$ cat src/rtl/pdp8_opr_sequencer_if.sv
// Handshake and datapath bundle between the main controller/datapath (master)
// and the PDP-8 OPR microinstruction sequencer (slave).
interface pdp8_opr_sequencer_if;
  // Controller/datapath -> sequencer
  logic        start;
  logic [11:0] instruction;
  logic        cyout;
  logic        accminus;
  logic        acczero;
  logic        resume;
  // Sequencer -> controller/datapath
  logic        busy;
  logic        done;
  logic        illegal;
  logic        clearacc;
  logic        clearcy;
  logic        compacc;
  logic        compcy;
  logic        incacc;
  logic        RL;
  logic        RR;
  logic        accwrite;
  logic        cywrite;
  logic        pcskip;
  logic        halt;

  modport master (
    output start, instruction, cyout, accminus, acczero, resume,
    input  busy, done, illegal, clearacc, clearcy, compacc, compcy, incacc,
           RL, RR, accwrite, cywrite, pcskip, halt
  );

  modport slave (
    input  start, instruction, cyout, accminus, acczero, resume,
    output busy, done, illegal, clearacc, clearcy, compacc, compcy, incacc,
           RL, RR, accwrite, cywrite, pcskip, halt
  );
endinterface

$ cat src/rtl/pdp8_opr_sequencer.sv
// PDP-8 operate (OPR) microinstruction sequencer. Latches an OPR word and
// issues one datapath step per cycle in architectural order, skipping steps
// whose micro-op set is empty. Reports skip, halt, illegal and completion.
module pdp8_opr_sequencer #(
  parameter int IW     = 12,
  parameter bit HLT_EN = 1'b1
) (
  input  logic                  clk,
  input  logic                  rst,
  pdp8_opr_sequencer_if.slave   bus
);

  localparam logic [3:0] IDLE   = 4'd0;
  localparam logic [3:0] S_CLR  = 4'd1;
  localparam logic [3:0] S_CMP  = 4'd2;
  localparam logic [3:0] S_IAC  = 4'd3;
  localparam logic [3:0] S_ROT1 = 4'd4;
  localparam logic [3:0] S_ROT2 = 4'd5;
  localparam logic [3:0] S_SKIP = 4'd6;
  localparam logic [3:0] S_CLA2 = 4'd7;
  localparam logic [3:0] DONE   = 4'd8;

  logic [3:0]    state_q, state_d;
  logic [IW-1:0] word_q, word_d;
  logic          halt_q, halt_d;

  function automatic logic is_g1(input logic [11:0] w);
    return (w[11:9] == 3'b111) && !w[8];
  endfunction

  function automatic logic is_g2(input logic [11:0] w);
    return (w[11:9] == 3'b111) && w[8] && !w[0];
  endfunction

  // A rotate happens only when exactly one direction bit is set.
  function automatic logic rot_active(input logic [11:0] w);
    return is_g1(w) && (w[3] ^ w[2]);
  endfunction

  function automatic logic step_active(input logic [3:0] s, input logic [11:0] w);
    logic act;
    act = 1'b0;
    case (s)
      S_CLR:   act = is_g1(w) && (w[7] || w[6]);
      S_CMP:   act = is_g1(w) && (w[5] || w[4]);
      S_IAC:   act = is_g1(w) && w[0];
      S_ROT1:  act = rot_active(w);
      S_ROT2:  act = rot_active(w) && w[1];
      S_SKIP:  act = is_g2(w);
      S_CLA2:  act = is_g2(w) && w[7];
      default: act = 1'b0;
    endcase
    return act;
  endfunction

  // First active step strictly after cur; DONE when none remain. Illegal
  // words have no active steps, so they fall straight through to DONE.
  function automatic logic [3:0] next_step(input logic [3:0] cur, input logic [11:0] w);
    logic [3:0] nxt;
    nxt = DONE;
    for (int s = 7; s >= 1; s--) begin
      if (s[3:0] > cur && step_active(s[3:0], w)) nxt = s[3:0];
    end
    return nxt;
  endfunction

  // Next-state, word latch and sticky halt.
  always_comb begin
    // NOTE: every variable gets a default first so no path leaves it unassigned (no latch).
    state_d = state_q;
    word_d  = word_q;
    halt_d  = halt_q;
    case (state_q)
      IDLE: begin
        if (bus.start) begin
          word_d  = bus.instruction;
          state_d = next_step(IDLE, bus.instruction);
        end
      end
      DONE:    state_d = IDLE;
      default: state_d = next_step(state_q, word_q);
    endcase
    // Set has priority over resume when both happen in the same cycle.
    if (HLT_EN && state_q != IDLE && state_d == DONE && is_g2(word_q) && word_q[1])
      halt_d = 1'b1;
    else if (bus.resume)
      halt_d = 1'b0;
  end

  // State registers with asynchronous active-low reset.
  always_ff @(posedge clk or negedge rst) begin
    if (!rst) begin
      state_q <= IDLE;
      word_q  <= '0;
      halt_q  <= 1'b0;
    end else begin
      // NOTE: sequential state uses non-blocking assignments so all registers update together.
      state_q <= state_d;
      word_q  <= word_d;
      halt_q  <= halt_d;
    end
  end

  // Moore strobe decode from state and latched word; pcskip also looks at flags.
  always_comb begin
    bus.busy     = (state_q != IDLE);
    bus.done     = 1'b0;
    bus.illegal  = 1'b0;
    bus.clearacc = 1'b0;
    bus.clearcy  = 1'b0;
    bus.compacc  = 1'b0;
    bus.compcy   = 1'b0;
    bus.incacc   = 1'b0;
    bus.RL       = 1'b0;
    bus.RR       = 1'b0;
    bus.accwrite = 1'b0;
    bus.cywrite  = 1'b0;
    bus.pcskip   = 1'b0;
    bus.halt     = halt_q;
    case (state_q)
      S_CLR: begin
        bus.clearacc = word_q[7];
        bus.clearcy  = word_q[6];
        bus.accwrite = word_q[7];
        bus.cywrite  = word_q[6];
      end
      S_CMP: begin
        bus.compacc  = word_q[5];
        bus.compcy   = word_q[4];
        bus.accwrite = word_q[5];
        bus.cywrite  = word_q[4];
      end
      S_IAC: begin
        bus.incacc   = 1'b1;
        bus.accwrite = 1'b1;
        bus.cywrite  = 1'b1;
      end
      S_ROT1, S_ROT2: begin
        bus.RR       = word_q[3];
        bus.RL       = word_q[2];
        bus.accwrite = 1'b1;
        bus.cywrite  = 1'b1;
      end
      S_SKIP: begin
        bus.pcskip = word_q[3] ^ ((word_q[6] & bus.accminus) |
                                  (word_q[5] & bus.acczero)  |
                                  (word_q[4] & bus.cyout));
      end
      S_CLA2: begin
        bus.clearacc = 1'b1;
        bus.accwrite = 1'b1;
      end
      DONE: begin
        bus.done    = 1'b1;
        bus.illegal = !(is_g1(word_q) || is_g2(word_q));
      end
      default: ;
    endcase
  end

endmodule

$ cat src/flat_wrapper.sv
// flat-port wrapper written by rule: the top's interface ports become plain ports
module pdp8_opr_sequencer_flat 
#(
  parameter int IW     = 12,
  parameter bit HLT_EN = 1'b1
)
  (clk, rst, bus_start, bus_instruction, bus_cyout, bus_accminus, bus_acczero, bus_resume, bus_busy, bus_done, bus_illegal, bus_clearacc, bus_clearcy, bus_compacc, bus_compcy, bus_incacc, bus_RL, bus_RR, bus_accwrite, bus_cywrite, bus_pcskip, bus_halt);
  pdp8_opr_sequencer_if bus_i ();
  input  logic clk;
  input  logic rst;
  input wire logic [$bits(bus_i.start)-1:0] bus_start;
  input wire logic [$bits(bus_i.instruction)-1:0] bus_instruction;
  input wire logic [$bits(bus_i.cyout)-1:0] bus_cyout;
  input wire logic [$bits(bus_i.accminus)-1:0] bus_accminus;
  input wire logic [$bits(bus_i.acczero)-1:0] bus_acczero;
  input wire logic [$bits(bus_i.resume)-1:0] bus_resume;
  output wire logic [$bits(bus_i.busy)-1:0] bus_busy;
  output wire logic [$bits(bus_i.done)-1:0] bus_done;
  output wire logic [$bits(bus_i.illegal)-1:0] bus_illegal;
  output wire logic [$bits(bus_i.clearacc)-1:0] bus_clearacc;
  output wire logic [$bits(bus_i.clearcy)-1:0] bus_clearcy;
  output wire logic [$bits(bus_i.compacc)-1:0] bus_compacc;
  output wire logic [$bits(bus_i.compcy)-1:0] bus_compcy;
  output wire logic [$bits(bus_i.incacc)-1:0] bus_incacc;
  output wire logic [$bits(bus_i.RL)-1:0] bus_RL;
  output wire logic [$bits(bus_i.RR)-1:0] bus_RR;
  output wire logic [$bits(bus_i.accwrite)-1:0] bus_accwrite;
  output wire logic [$bits(bus_i.cywrite)-1:0] bus_cywrite;
  output wire logic [$bits(bus_i.pcskip)-1:0] bus_pcskip;
  output wire logic [$bits(bus_i.halt)-1:0] bus_halt;
  assign bus_i.start = bus_start;
  assign bus_i.instruction = bus_instruction;
  assign bus_i.cyout = bus_cyout;
  assign bus_i.accminus = bus_accminus;
  assign bus_i.acczero = bus_acczero;
  assign bus_i.resume = bus_resume;
  assign bus_busy = bus_i.busy;
  assign bus_done = bus_i.done;
  assign bus_illegal = bus_i.illegal;
  assign bus_clearacc = bus_i.clearacc;
  assign bus_clearcy = bus_i.clearcy;
  assign bus_compacc = bus_i.compacc;
  assign bus_compcy = bus_i.compcy;
  assign bus_incacc = bus_i.incacc;
  assign bus_RL = bus_i.RL;
  assign bus_RR = bus_i.RR;
  assign bus_accwrite = bus_i.accwrite;
  assign bus_cywrite = bus_i.cywrite;
  assign bus_pcskip = bus_i.pcskip;
  assign bus_halt = bus_i.halt;
  pdp8_opr_sequencer #(.IW(IW), .HLT_EN(HLT_EN)) u_core (.clk(clk), .rst(rst), .bus(bus_i));
endmodule
$ cat config.mk
export PLATFORM = sky130hd
export DESIGN_NAME = pdp8_opr_sequencer_flat
export DESIGN_NICKNAME = d
export VERILOG_FILES = /design/src/rtl/pdp8_opr_sequencer_if.sv /design/src/rtl/pdp8_opr_sequencer.sv /design/src/flat_wrapper.sv
export SDC_FILE = /design/constraint.sdc
export NUM_CORES = 1
export LEC_CHECK = 0
export CAP_MARGIN = 20
export CORE_MARGIN = 5
export CORE_UTILIZATION = 40
export CTS_BUF_LIST = sky130_fd_sc_hd__clkbuf_8
export DETAILED_ROUTE_END_ITERATION = 8
export GPL_TIMING_DRIVEN = 1
export PLACE_DENSITY = 0.75
export SKIP_CTS_REPAIR_TIMING = 1
export SYNTH_ARGS = -nofsm -noshare
export SYNTH_HDL_FRONTEND = slang
export SYNTH_SLANG_ARGS = --single-unit
$ cat constraint.sdc
create_clock -name clk -period 2.05 [get_ports clk]
set_input_delay 0.5125 -clock clk [delete_from_list [all_inputs] [get_ports clk]]
set_output_delay 0.5125 -clock clk [all_outputs]
set_load 0.01 [all_outputs]
### Word level (Yosys, flattened, before mapping)

Cells that the tools add are included.
Widths: inputs -> output; s select.

| operators by class | value |
|---|---|
| divide/modulo/power cells | 0 |
| muxes and demuxes | 51 |
| reductions and logical operators | 46 |
| add/sub/neg operators | 0 |
| $lt $le $gt $ge | 7 |
| equal/unequal tests | 11 |
| bitwise operators | 8 |
| shift-type cells | 0 |
| $mul | 0 |

Operators by type and width:

| cell | count |
|---|---|
| $mux 4 | 15 |
| $mux 1 | 32 |
| $logic_and 1x1->1 | 28 |
| $eq 4x3->1 const B | 4 |
| $gt 3x4->1 const A | 4 |
| $eq 4x2->1 const B | 2 |
| $eq 4x4->1 const B | 2 |
| $gt 2x4->1 const A | 2 |
| $pmux 4 s2 | 1 |
| $eq 3x3->1 const B | 2 |
| $pmux 1 s3 | 2 |
| $logic_not 1->1 | 5 |
| $logic_or 1x1->1 | 5 |
| $eq 4x1->1 const B | 1 |
| $gt 1x4->1 const A | 1 |
| $logic_not 4->1 | 1 |
| $reduce_bool 4->1 | 1 |
| $reduce_or 2->1 | 2 |
| $reduce_or 4->1 | 1 |
| $and 1x1->1 | 3 |
| $reduce_or 3->1 | 1 |
| $xor 1x1->1 | 3 |
| $or 1x1->1 | 2 |
| $pmux 1 s2 | 1 |
| other kinds (2) | 2 |

| word-level totals | value |
|---|---|
| ROM bits | 0 |
| input bits | 19 |
| bits in latches | 0 |
| bits in registers | 17 |
| memories | 0 |
| output and inout port bits | 14 |
| logic and storage cells | 126 |
| bits in writable memories | 0 |

### Logic depth before layout (Yosys ltp)

Gate-level depths: netlist (run 1).

| logic depth | value |
|---|---|
| depth in word-level cells | 20 |
| mapped depth | 6 |
| gate-level depth less buffers | 5 |

### Worst setup path after synthesis (run 1)

No wires, ideal clock.

| path | value |
|---|---|
| kind | input to output |
| from | input port bus_acczero |
| to | output port bus_pcskip |
| arrival time | 1.249 ns |
| stages on the path | 3 |
| slack | 0.289 ns |
| required time | 1.537 ns |
| path buffers | 0 |
| cell sequence | a222oi_1 > xnor2_1 > and4b_1 |

| on the way | value |
|---|---|
| word-level cells in the longest chain between the ends | 5 |

Ends and longest elaborated chain:

| item | line | text |
|---|---|---|
| start: declaration | flat_wrapper.sv:15 | `input wire logic [$bits(bus_i.acczero)-1:0] bus_acczero;` |
| $and 1x1->1 | pdp8_opr_sequencer.sv:146 | `(word_q[5] & bus.acczero) \|` |
| $or 1x1->1 | pdp8_opr_sequencer.sv:145 | `bus.pcskip = word_q[3] ^ ((word_q[6] & bus.accminus) \|` |
| $or 1x1->1 | pdp8_opr_sequencer.sv:146 |  |
| $xor 1x1->1 | pdp8_opr_sequencer.sv:145 |  |
| $mux 1 | pdp8_opr_sequencer.sv:120 | `case (state_q)` |
| end: declaration | flat_wrapper.sv:29 | `output wire logic [$bits(bus_i.pcskip)-1:0] bus_pcskip;` |

Every way passes these cells.

### Worst setup path after layout (run 1)

| path | value |
|---|---|
| from | register u_core.state_q[1] |
| to | output port bus_illegal |

| on the way | value |
|---|---|
| word-level cells in the longest chain between the ends | 2 |

Ends and longest elaborated chain:

| item | line | text |
|---|---|---|
| start: declaration | pdp8_opr_sequencer.sv:23 | `logic [3:0] state_q, state_d;` |
| start signal: assignment | pdp8_opr_sequencer.sv:98 | `state_q <= state_d;` |
| $eq 4x4->1 | pdp8_opr_sequencer.sv:120 |  |
| $mux 1 | pdp8_opr_sequencer.sv:120 |  |
| end: declaration | flat_wrapper.sv:19 | `output wire logic [$bits(bus_i.illegal)-1:0] bus_illegal;` |

Every way passes these cells.

==> out/qor_table.md, run 1 <==
| Metric | Reported |
| --- | --- |
| Status | complete, no violations |
| Delay of the slowest cell on the worst path | 0.45 ns |
| Area share of the leading cell type in the synthesized netlist | 38.03% |
| Remaining max-slew budget at the tightest pin | 67.29% |
| Number of levels in the clock H-tree | 1 |
| Number of standard cells after synthesis | 113 |
| Detailed-route via count | 1103 |
| Routed wire length on met2 | 1542 microns |
| Fin cells | 198 |
| I/O pin cnt | 33 |
| Port buffer count | 32 |
| Share of layout cells above drive strength 1 | 29.94% |
| Leakage dissipation | 0.8989 nW |
| Number of hold-slack violations in the final timing report | 0 |
| Final Max Tran Viols | 0 |
| RD Place Congestion | 0.8096 |
| Remaining global-route overflow | 0 |
| Total power of the final layout | 1.252 mW |
| Vias per cell | 5.571 |
| Total wire length after detailed routing | 2989 microns |
| Clock tree skew after final layout | 0.002499 ns |
| Top metal layer carrying routed signals | met4 |
| Synth-to-layout area growth | 52.68% |
| Worst setup path category | reg -> out |
| Starting DRT DRC Count | 38 |
| Total of endpoints with negative setup slack in the final report | 0 |
| Register clock-pin slew on the reported worst setup and hold paths | 0.06 ns |
| DP Cell Count | 187 |
| First-pass GRT wire length | 4754 microns |
| Worst R2R Start | u_core.state_q[1] |
| Max IR drop VDD | 0.5701 mV |
| Largest fanout on the critical path | 6 |
| Antenna-violating nets left | 0 |
| Mean instance size in the synthesized netlist | 9.899 sq um |
| Final setup slack of the worst path | 0.02745 ns |
| Hold_sp | u_core.word_q[8] |
| Placeable core area | 0.002710 sq mm |
| Synthesized net count | 132 |
| Overall routing resource usage | 14.57% |
| Pwr Density | 733.2 mW/mm^2 |
| Flip-flop and latch count after synthesis | 17 |
| Setup repair after global routing missed its margin | true |
| Area leader, netlist | sky130_fd_sc_hd__dfrtp_1 |
| Worst path required time | 1.54 ns |
| Crit. End Element | output pin |
| Slowest CP cell | sky130_fd_sc_hd__dfrtp_2 |
| Ordered list of cells on the worst path | buf_6 -> buf_4 -> nor3_4 -> and2_4 -> and3_1 -> buf_2 |
| Met3 routed wirelength | 77 microns |
| Part of the Yosys area used for sequential elements | 38.03% |
| Share of the clock period used by the worst path after layout | 98.66% |
| Number of global-route vias before repair | 1048 |
| Number of antenna violations at the first check in global routing | 0 |
| Source of the critical timing path | u_core.state_q[1] |
| Die Wd | 62.88 microns |
| Synth area leaders | sky130_fd_sc_hd__dfrtp_1 38%, sky130_fd_sc_hd__mux2_1 6.0%, sky130_fd_sc_hd__mux2_2 6.0% |
| TritonCTS Buffers | 3 |
| Worst hold path class | reg -> reg |
| Final worst path period need | 2.023 ns |
| Type of element launching the critical path | register |
| Die boundary height | 62.88 microns |
| Buffer type at the clock tree root | sky130_fd_sc_hd__clkbuf_8 |
| Async set-reset flop share out of synthesis | 100.0% |
| Initial core utilization | 41.27% |
| Largest net degree at the start of global routing | 18 |
| Die Footprint | 0.003954 sq mm |
| Clock insertion delay at the later pin of the skew report | 0.25 ns |
| Maxcap violations | 0 |
| Slew at the pin closest to its max-slew limit | 0.4897 ns |
| HPWL after detailed placement | 2350 microns |
| Number of core rows | 19 |
| Highest Clock Rate | 0.4944 GHz |
| Minimum setup slack after placement | -0.6301 ns |
| Number of distinct library cells after synthesis | 43 |
| Yosys warnings | 0 |
| Crit path arrival time | 1.51 ns |
| Clock Sinks | 17 |
| Clock tree from TritonCTS | yes |
| Post-layout nets | 187 |
| End-of-flow core utilization | 63.02% |
| Wire length on met1 | 1332 microns |
| Final routed DRC violation total | 0 |
| Count of TritonRoute iterations in the first routing pass | 4 |
| Leading post-synthesis cells by instance count | 17 x sky130_fd_sc_hd__dfrtp_1, 11 x sky130_fd_sc_hd__nor2_1, 7 x sky130_fd_sc_hd__nand2_1 |
| Primary FF master, synth | sky130_fd_sc_hd__dfrtp_1 |
| Max Root-Sink Buffers | 2 |
| Average wire per cell in the routed design | 15.10 microns |
| Antenna diode count | 0 |
| Cell area after synthesis | 0.001119 sq mm |
| Setup_tns | 0 ns |
| Most frequently used cell type in the post-synthesis netlist | sky130_fd_sc_hd__dfrtp_1 |
| Post-synth EDFFs | 0 |
## final timing paths
path | to | slack (ns) | cells past startpoint
setup / recovery | bus_illegal | 0.03 | 6
hold / removal | u_core.word_q[8] | 0.53 | 1
setup reg to reg | u_core.bus.halt | 0.28 | 6
hold reg to reg | u_core.word_q[8] | 0.53 | 1
max in group asynchronous | u_core.state_q[0] | 1.27 | 2
min in group asynchronous | u_core.word_q[0] | 0.58 | 2
## per-stage QoR
stage                     hold slack, ns  instance area [sq um]
after CTS                         0.5383                   1617
after floorplan                   0.2169                   1119
after detailed placement          0.5239                   1572
final                             0.5336                   1708
after global placement            0.5050                   1572
after global routing              0.5777                   1708
## registers in the layout, indices dropped and copies added (netlist names)
| signal | flops |
|---|---|
| u_core.bus.halt | 1 |
| u_core.state_q | 4 |
| u_core.word_q | 12 |
## per-layer routing
layer / up-vias / global-route usage [%]
met5: - / 0
met4: 0 / 2.387
met3: 4 / 2.338
met2: 29 / 25.77
met1: 535 / 18.71
li1: 535 / -
## cells by family (layout without fill, tap and decap cells)
kind of cell    count (synthesis)  in the layout  synth area share [%]
compound gates                 27             27                 18.34
xor+xnor                        3              3                 2.349
buf+inv                         7             61                 3.355
flops                          17             17                 38.03
mux                            12             12                 12.08
simple gates                   47             47                 25.84
## where the power goes
part	leakage [nW]	switching, mW	internal [mW]	total (mW)
logic	0.669	0.217	0.296	0.513
registers	0.203	0.0868	0.420	0.507
clock network	0.0269	0.100	0.133	0.233
## worst max-delay path: cells and delay by family, from the launching register on
kind | cells | cell delay, ns
simple gates | 3 | 0.42
buf+inv | 3 | 0.39
flops | 1 | 0.45
## cell usage in the layout, fill, tap and decap left out, types with 2 or more instances in the layout
master	synthesis	routed
sky130_fd_sc_hd__buf_4	0	24
sky130_fd_sc_hd__clkdlybuf4s50_1	0	16
sky130_fd_sc_hd__dfrtp_1	17	14
sky130_fd_sc_hd__dlymetal6s2s_1	0	12
sky130_fd_sc_hd__nor2_1	11	10
sky130_fd_sc_hd__nand2_1	7	7
sky130_fd_sc_hd__mux2_1	6	6
sky130_fd_sc_hd__mux2_2	6	6
sky130_fd_sc_hd__a21oi_1	5	5
sky130_fd_sc_hd__and3_1	4	4
sky130_fd_sc_hd__o21ai_0	4	4
sky130_fd_sc_hd__nor3_1	3	3
sky130_fd_sc_hd__xnor2_1	3	3
sky130_fd_sc_hd__o32ai_1	3	3
sky130_fd_sc_hd__clkbuf_8	0	3
sky130_fd_sc_hd__dfrtp_2	0	3
sky130_fd_sc_hd__or3_1	2	2
sky130_fd_sc_hd__nor2b_1	3	2
sky130_fd_sc_hd__o21bai_1	2	2
sky130_fd_sc_hd__a21boi_0	2	2
sky130_fd_sc_hd__a21o_1	2	2
sky130_fd_sc_hd__nand2b_1	2	2
sky130_fd_sc_hd__and4b_1	2	2
sky130_fd_sc_hd__nor4bb_1	2	2
sky130_fd_sc_hd__inv_1	1	2
sky130_fd_sc_hd__buf_2	3	2
## area by class of cell
class / instances / area, sq um
Clock inverter: 1 / 3.754
Timing Repair Buffer: 56 / 516.7
Clock buffer: 3 / 41.29
Sequential cell: 17 / 429.2
Fill cell: 226 / 1002
Inverter: 1 / 3.754
Multi-Input combinational cell: 89 / 674.4
Tap cell: 31 / 38.79
Note: power is estimated with default switching activity, not from simulation.
==> run 2, diff against run 1 <==
--- a/config.mk
+++ b/config.mk
@@ -5,6 +5,7 @@
 export SDC_FILE = /design/constraint.sdc
 export NUM_CORES = 1
 export LEC_CHECK = 0
+export ABC_CLOCK_PERIOD_IN_PS = 2050
 export CAP_MARGIN = 20
 export CORE_MARGIN = 5
 export CORE_UTILIZATION = 40
@@ -12,6 +13,7 @@
 export DETAILED_ROUTE_END_ITERATION = 8
 export GPL_TIMING_DRIVEN = 1
 export PLACE_DENSITY = 0.75
+export RECOVER_POWER = 25
 export SKIP_CTS_REPAIR_TIMING = 1
 export SYNTH_ARGS = -nofsm -noshare
 export SYNTH_HDL_FRONTEND = slang
==> run 2 against run 1 <==
  * Power barely moved
  * Critical path depth did not move
  * Register-to-register slack hardly changed
  * Flip-flop and latch count is the same
  * Clock skew hardly changed
  * Highest routed layer unchanged
==> out/qor_table.md, run 2 (synthesis gave the netlist of run 1 again) <==
| Metric | Reported | Change |
| --- | --- | --- |
| Total of endpoints with negative setup slack in the final report | 0 | unchanged |
| Final setup slack of the worst path | 0.02741 ns | -0.00003600 ns |
| Slew at the pin closest to its max-slew limit | 0.8680 ns | +0.3783 ns |
| Die Wd | 62.88 microns | unchanged |
| Largest fanout on the critical path | 6 | unchanged |
| WP buf/inv | 3 | unchanged |
| Buffer type at the clock tree root | sky130_fd_sc_hd__clkbuf_8 |  |
| I/O pin cnt | 33 | unchanged |
| Family of cells with the greatest summed delay on the critical path | flip-flops |  |
| Final worst path period need | 2.023 ns | +0.00003600 ns |
| Delay of the slowest cell on the worst path | 0.45 ns | about the same |
| Port buffer count | 32 | unchanged |
| Remaining max-slew budget at the tightest pin | 42.13% | -25 points |
| Die Footprint | 0.003954 sq mm | unchanged |
| Clock tree from TritonCTS | yes |  |
| Final routed DRC violation total | 0 | unchanged |
| R2R depth | 6 | unchanged |
| Starting DRT DRC Count | 33 | -13% |
| Post-layout nets | 187 | unchanged |
| Placeable core area | 0.002710 sq mm | unchanged |
| Pwr Density | 734.2 mW/mm^2 | +0.13% |
| Antenna diode count | 0 | unchanged |
| HPWL after detailed placement | 2350 microns | unchanged |
| Clock tree skew after final layout | 0.002505 ns | +0.000005460 ns |
| Initial core utilization | 41.27% | unchanged |
| Number of global-route vias before repair | 1048 | unchanged |
| Overall routing resource usage | 14.57% | unchanged |
| Share of layout cells above drive strength 1 | 29.34% | -0.60 points |
| Met2 track utilization from global routing | 25.77% | unchanged |
| Total wire length after detailed routing | 2992 microns | +0.10% |
| Global Route met1 Usage | 18.71% | unchanged |
| Final cell area excluding filler cells | 0.001704 sq mm | -0.22% |
| Most common cell after layout, fill and taps aside | sky130_fd_sc_hd__buf_4 |  |
| Clock Sinks | 17 | unchanged |
| TritonCTS Buffers | 3 | unchanged |
| Maxcap violations | 0 | unchanged |
| Highest Clock Rate | 0.4944 GHz | about the same |
| RD Place Congestion | 0.8096 | unchanged |
| Type of element launching the critical path | register |  |
| Max Root-Sink Buffers | 2 | unchanged |
| Share of the clock period used by the worst path after layout | 98.66% | about the same |
| Clock insertion delay at the later pin of the skew report | 0.25 ns | about the same |
| Crit path arrival time | 1.51 ns | about the same |
| Setup_tns | 0 ns | unchanged |
| Number of hold-slack violations in the final timing report | 0 | unchanged |
| Count of TritonRoute iterations in the first routing pass | 4 | unchanged |
| Slowest CP cell | sky130_fd_sc_hd__dfrtp_2 |  |
| Minimum setup slack after placement | -0.6301 ns | unchanged |
| Vias per cell | 5.576 | about the same |
| Average wire per cell in the routed design | 15.11 microns | +0.10% |
| Worst hold margin | 0.5336 ns | unchanged |
| Status | complete, no violations |  |
| Number of core rows | 19 | unchanged |
| Max FFs per register | 12 | unchanged |
| Top reg by flops | u_core.word_q |  |
| Crit. End Element | output pin |  |
| Final Max Tran Viols | 0 | unchanged |
| Antenna-violating nets left | 0 | unchanged |
| Synth-to-layout area growth | 52.35% |  |
| Max IR drop VDD | 0.5701 mV | about the same |
| Reg2Reg Setup Slack | 0.28 ns | about the same |
| Worst path required time | 1.54 ns | about the same |
| Ordered list of cells on the worst path | buf_6 -> buf_4 -> nor3_4 -> and2_4 -> and3_1 -> buf_2 |  |
| Leading cell types in the layout, fill and taps excluded | 23 x sky130_fd_sc_hd__buf_4, 15 x sky130_fd_sc_hd__clkdlybuf4s50_1, 14 x sky130_fd_sc_hd__dfrtp_1 |  |
| Leakage dissipation | 0.8955 nW | -0.37% |
| Largest net degree at the start of global routing | 18 | unchanged |
| First-pass GRT wire length | 4754 microns | unchanged |
| Number of levels in the clock H-tree | 1 | unchanged |
| Setup repair after global routing missed its margin | true |  |
| Instance area after placement | 0.001572 sq mm | unchanged |
| Number of antenna violations at the first check in global routing | 0 | unchanged |
| Hold Crit Depth | 1 | unchanged |
| Worst hold path class | reg -> reg |  |
| Remaining global-route overflow | 0 | unchanged |
| Die boundary height | 62.88 microns | unchanged |
| Detailed-route via count | 1104 | +0.091% |
| Critical path depth in cells | 6 | unchanged |
| Worst setup path category | reg -> out |  |
| Register clock-pin slew on the reported worst setup and hold paths | 0.06 ns | about the same |
| Most utilized layer in the global route result | met2 |  |
| Total power of the final layout | 1.251 mW | about the same |
| Met3 layer usage reported by global route | 2.338% | unchanged |
[run 2: area by class of cell]
type / count / area (sq um)
Clock buffer: 3 / 41.29
Timing Repair Buffer: 56 / 513.0
Clock inverter: 1 / 3.754
Inverter: 1 / 3.754
Multi-Input combinational cell: 89 / 674.4
Fill cell: 228 / 1006
Tap cell: 31 / 38.79
Sequential cell: 17 / 429.2
[run 2: worst paths after layout]
kind | start | endpoint
setup / recovery | u_core.state_q[1] | bus_illegal
hold / removal | u_core.word_q[8] | u_core.word_q[8]
setup reg to reg | u_core.state_q[1] | u_core.bus.halt
hold reg to reg | u_core.word_q[8] | u_core.word_q[8]
max in group asynchronous | rst | u_core.state_q[0]
min in group asynchronous | rst | u_core.word_q[0]
[run 2: worst reg2reg max path, stage by stage (launching register included)]
cell	delay, ns
sky130_fd_sc_hd__dfrtp_2	0.45
sky130_fd_sc_hd__buf_4	0.17
sky130_fd_sc_hd__a21bo_1	0.20
sky130_fd_sc_hd__a2111oi_2	0.53
sky130_fd_sc_hd__nor2_1	0.08
sky130_fd_sc_hd__nand2_1	0.12
sky130_fd_sc_hd__o32ai_1	0.10
[run 2: stage by stage]
step	util [%]	std cells
after detailed placement	57.99	187
after global placement	57.99	187
final	62.88	198
after global routing	62.88	198
after CTS	59.65	191
after floorplan	-	113
[run 2: where the power goes]
group          internal (mW)  switching [mW]  total [mW]
combinational          0.295           0.217       0.511
sequential             0.420          0.0871       0.507
clock                  0.133           0.100       0.233
[run 2: metal layers]
metal	share of wire [%]	vias up	wire length [microns]
li1	-	535	-
met1	45	536	1333
met2	52	29	1545
met3	2.6	4	77
met4	1.2	0	36
met5	0	-	0
==> run 3, diff against run 2 <==
--- a/config.mk
+++ b/config.mk
@@ -9,9 +9,9 @@
 export CAP_MARGIN = 20
 export CORE_MARGIN = 5
 export CORE_UTILIZATION = 40
-export CTS_BUF_LIST = sky130_fd_sc_hd__clkbuf_8
 export DETAILED_ROUTE_END_ITERATION = 8
 export GPL_TIMING_DRIVEN = 1
+export HOLD_SLACK_MARGIN = 0.05
 export PLACE_DENSITY = 0.75
 export RECOVER_POWER = 25
 export SKIP_CTS_REPAIR_TIMING = 1
==> run 3 against run 2 <==
  * The run now ends with negative setup slack left
  * Register-to-register slack worse by 0.06 ns
  * First-iteration DRC count down 12%
  * Power down 4.7%
  * Die area unchanged
  * Count of clock-buffer cells in the layout up 1
  * Clock skew up 0.0066 ns
  * Worst setup slack worse by 0.22 ns
  * Flip-flop and latch count unchanged
  * Core utilization up 0.97 points
  * Final area up 1.5%
  * Critical path type is now in -> out
==> out/qor_table.md, run 3 (synthesis gave the netlist of run 1 again) <==
| Metric | Reported | Change |
| --- | --- | --- |
| I/O pin cnt | 33 | unchanged |
| Count of TritonRoute iterations in the first routing pass | 4 | unchanged |
| Clock insertion delay at the later pin of the skew report | 0.28 ns | +0.03 ns |
| Largest fanout on the critical path | 1 | -5 |
| Total wire length after detailed routing | 2929 microns | -2.1% |
| Number of core rows | 19 | unchanged |
| Top reg by flops | u_core.word_q |  |
| Post-layout nets | 191 | +2.1% |
| Minimum setup slack after placement | -0.6301 ns | unchanged |
| Die boundary height | 62.88 microns | unchanged |
| Leakage dissipation | 0.8913 nW | -0.48% |
| Worst hold path class | reg -> reg |  |
| TritonCTS Buffers | 3 | unchanged |
| Worst hold margin | 0.5454 ns | +0.01170 ns |
| Max Root-Sink Buffers | 2 | unchanged |
| Antenna diode count | 0 | unchanged |
| Final routed DRC violation total | 0 | unchanged |
| Fin cells | 202 | +2.0% |
| Worst setup path category | in -> out |  |
| RD Place Congestion | 0.8096 | unchanged |
| Average wire per cell in the routed design | 14.50 microns | -4.0% |
| Antenna-violating nets left | 0 | unchanged |
| Max IR drop VDD | 0.5158 mV | -9.5% |
| Type of element launching the critical path | primary input |  |
| Crit path arrival time | 1.73 ns | +0.22 ns |
| Overall routing resource usage | 14.31% | -0.26 points |
| Sequential standard cell area | 429.2 sq um | unchanged |
| Register clock-pin slew on the reported worst setup and hold paths | 0.10 ns | +0.04 ns |
| Violated checks | negative setup slack |  |
| Status | finished, violations left |  |
| Final setup slack of the worst path | -0.1948 ns | -0.2222 ns |
| Crit. End Element | output pin |  |
| Initial core utilization | 41.27% | unchanged |
| Total of endpoints with negative setup slack in the final report | 1 | +1 |
| R2R depth | 7 | +1 |
| Starting DRT DRC Count | 29 | -12% |
| Instance area after placement | 0.001572 sq mm | unchanged |
| Most common cell after layout, fill and taps aside | sky130_fd_sc_hd__buf_4 |  |
| Die Wd | 62.88 microns | unchanged |
| Pwr Density | 689.3 mW/mm^2 | -6.1% |
| Final cell area excluding filler cells | 0.001730 sq mm | +1.5% |
| Remaining max-slew budget at the tightest pin | 41.90% | -0.23 points |
| Detailed-route via count | 1106 | +0.18% |
| Leading cell types in the layout, fill and taps excluded | 26 x sky130_fd_sc_hd__buf_4, 18 x sky130_fd_sc_hd__clkdlybuf4s50_1, 14 x sky130_fd_sc_hd__dfrtp_1 |  |
| Number of hold-slack violations in the final timing report | 0 | unchanged |
| Clock tree skew after final layout | 0.009076 ns | +0.006572 ns |
| Number of global-route vias before repair | 1040 | -0.76% |
| Buffer type at the clock tree root | sky130_fd_sc_hd__clkbuf_4 |  |
| Port buffer count | 32 | unchanged |
| First-pass GRT wire length | 4733 microns | -0.44% |
| Final worst path period need | 2.245 ns | +0.2222 ns |
| Synth-to-layout area growth | 54.70% |  |
| Remaining global-route overflow | 0 | unchanged |
| Final Max Tran Viols | 0 | unchanged |
| Number of levels in the clock H-tree | 1 | unchanged |
| Setup repair after global routing missed its margin | true |  |
| DP Cell Count | 187 | unchanged |
| Highest Clock Rate | 0.4455 GHz | -9.9% |
| Setup_tns | -0.1948 ns | -0.1948 ns |
| Largest net degree at the start of global routing | 18 | unchanged |
| Number of fill cells | 224 | -1.8% |
| Share of layout cells above drive strength 1 | 30.99% | +1.7 points |
| Die Footprint | 0.003954 sq mm | unchanged |
| Slew at the pin closest to its max-slew limit | 0.8714 ns | +0.003400 ns |
| Placeable core area | 0.002710 sq mm | unchanged |
| Worst path required time | 1.54 ns | about the same |
| HPWL after detailed placement | 2350 microns | unchanged |
| Hold Crit Depth | 1 | unchanged |
| Maxcap violations | 0 | unchanged |
| Share of the clock period used by the worst path after layout | 109.5% | +11 points |
| Number of antenna violations at the first check in global routing | 0 | unchanged |
| Clock tree from TritonCTS | yes |  |
| Max FFs per register | 12 | unchanged |
| Vias per cell | 5.475 | -1.8% |
| Multi-input gate area | 683.2 sq um | +1.3% |
| End-of-flow core utilization | 63.85% | +0.97 points |
| Clock Sinks | 17 | unchanged |
| Total power of the final layout | 1.193 mW | -4.7% |
## run 3: changes by cell type in the layout (fill, tap and decap cells not counted), moves of 2 or more
| cell | delta |
|---|---|
| sky130_fd_sc_hd__buf_4 | +3 |
| sky130_fd_sc_hd__dlymetal6s2s_1 | -2 |
| sky130_fd_sc_hd__clkbuf_4 | +3 |
| sky130_fd_sc_hd__clkbuf_8 | -3 |
| sky130_fd_sc_hd__clkdlybuf4s50_1 | +3 |
## run 3: worst max-delay path, stage by stage
cell,delay [ns]
sky130_fd_sc_hd__clkdlybuf4s50_1,0.40
sky130_fd_sc_hd__a222oi_1,0.35
sky130_fd_sc_hd__xnor2_1,0.15
sky130_fd_sc_hd__and4b_1,0.19
sky130_fd_sc_hd__clkbuf_2,0.13
## run 3: cell type report
| type | instances | share of cell area (%) |
|---|---|---|
| sequential | 17 | 24.80 |
| inverter | 1 | 0.2169 |
| timing repair buffer | 60 | 31.74 |
| multi-input combinational | 89 | 39.48 |
| tap | 31 | 2.242 |
| clock buffer | 4 | 1.518 |
## run 3: worst paths after layout
| path | start | to | slack (ns) |
|---|---|---|---|
| min in group asynchronous | rst | u_core.word_q[0] | 0.84 |
| max reg2reg | u_core.state_q[1] | u_core.bus.halt | 0.22 |
| min | u_core.word_q[8] | u_core.word_q[8] | 0.55 |
| max in group asynchronous | rst | u_core.state_q[0] | 0.61 |
| max | bus_acczero | bus_pcskip | -0.19 |
| min reg2reg | u_core.word_q[8] | u_core.word_q[8] | 0.55 |
## run 3: report_power, final
part,leakage [nW],internal [mW],switching [mW]
logic,0.673,0.301,0.215
registers,0.203,0.419,0.0870
clock network,0.0150,0.0754,0.0958
total,0.891,0.795,0.397
## run 3: layer usage
metal  vias up  wire [microns]  GRT usage (%)  part of all wire, %
met2        31            1484          24.87                   51
met5         -               0              0                    0
met3         2             107          1.259                  3.7
met1       534            1323          19.04                   45
met4         0              14          3.183                 0.48
li1        539               -              -                    -
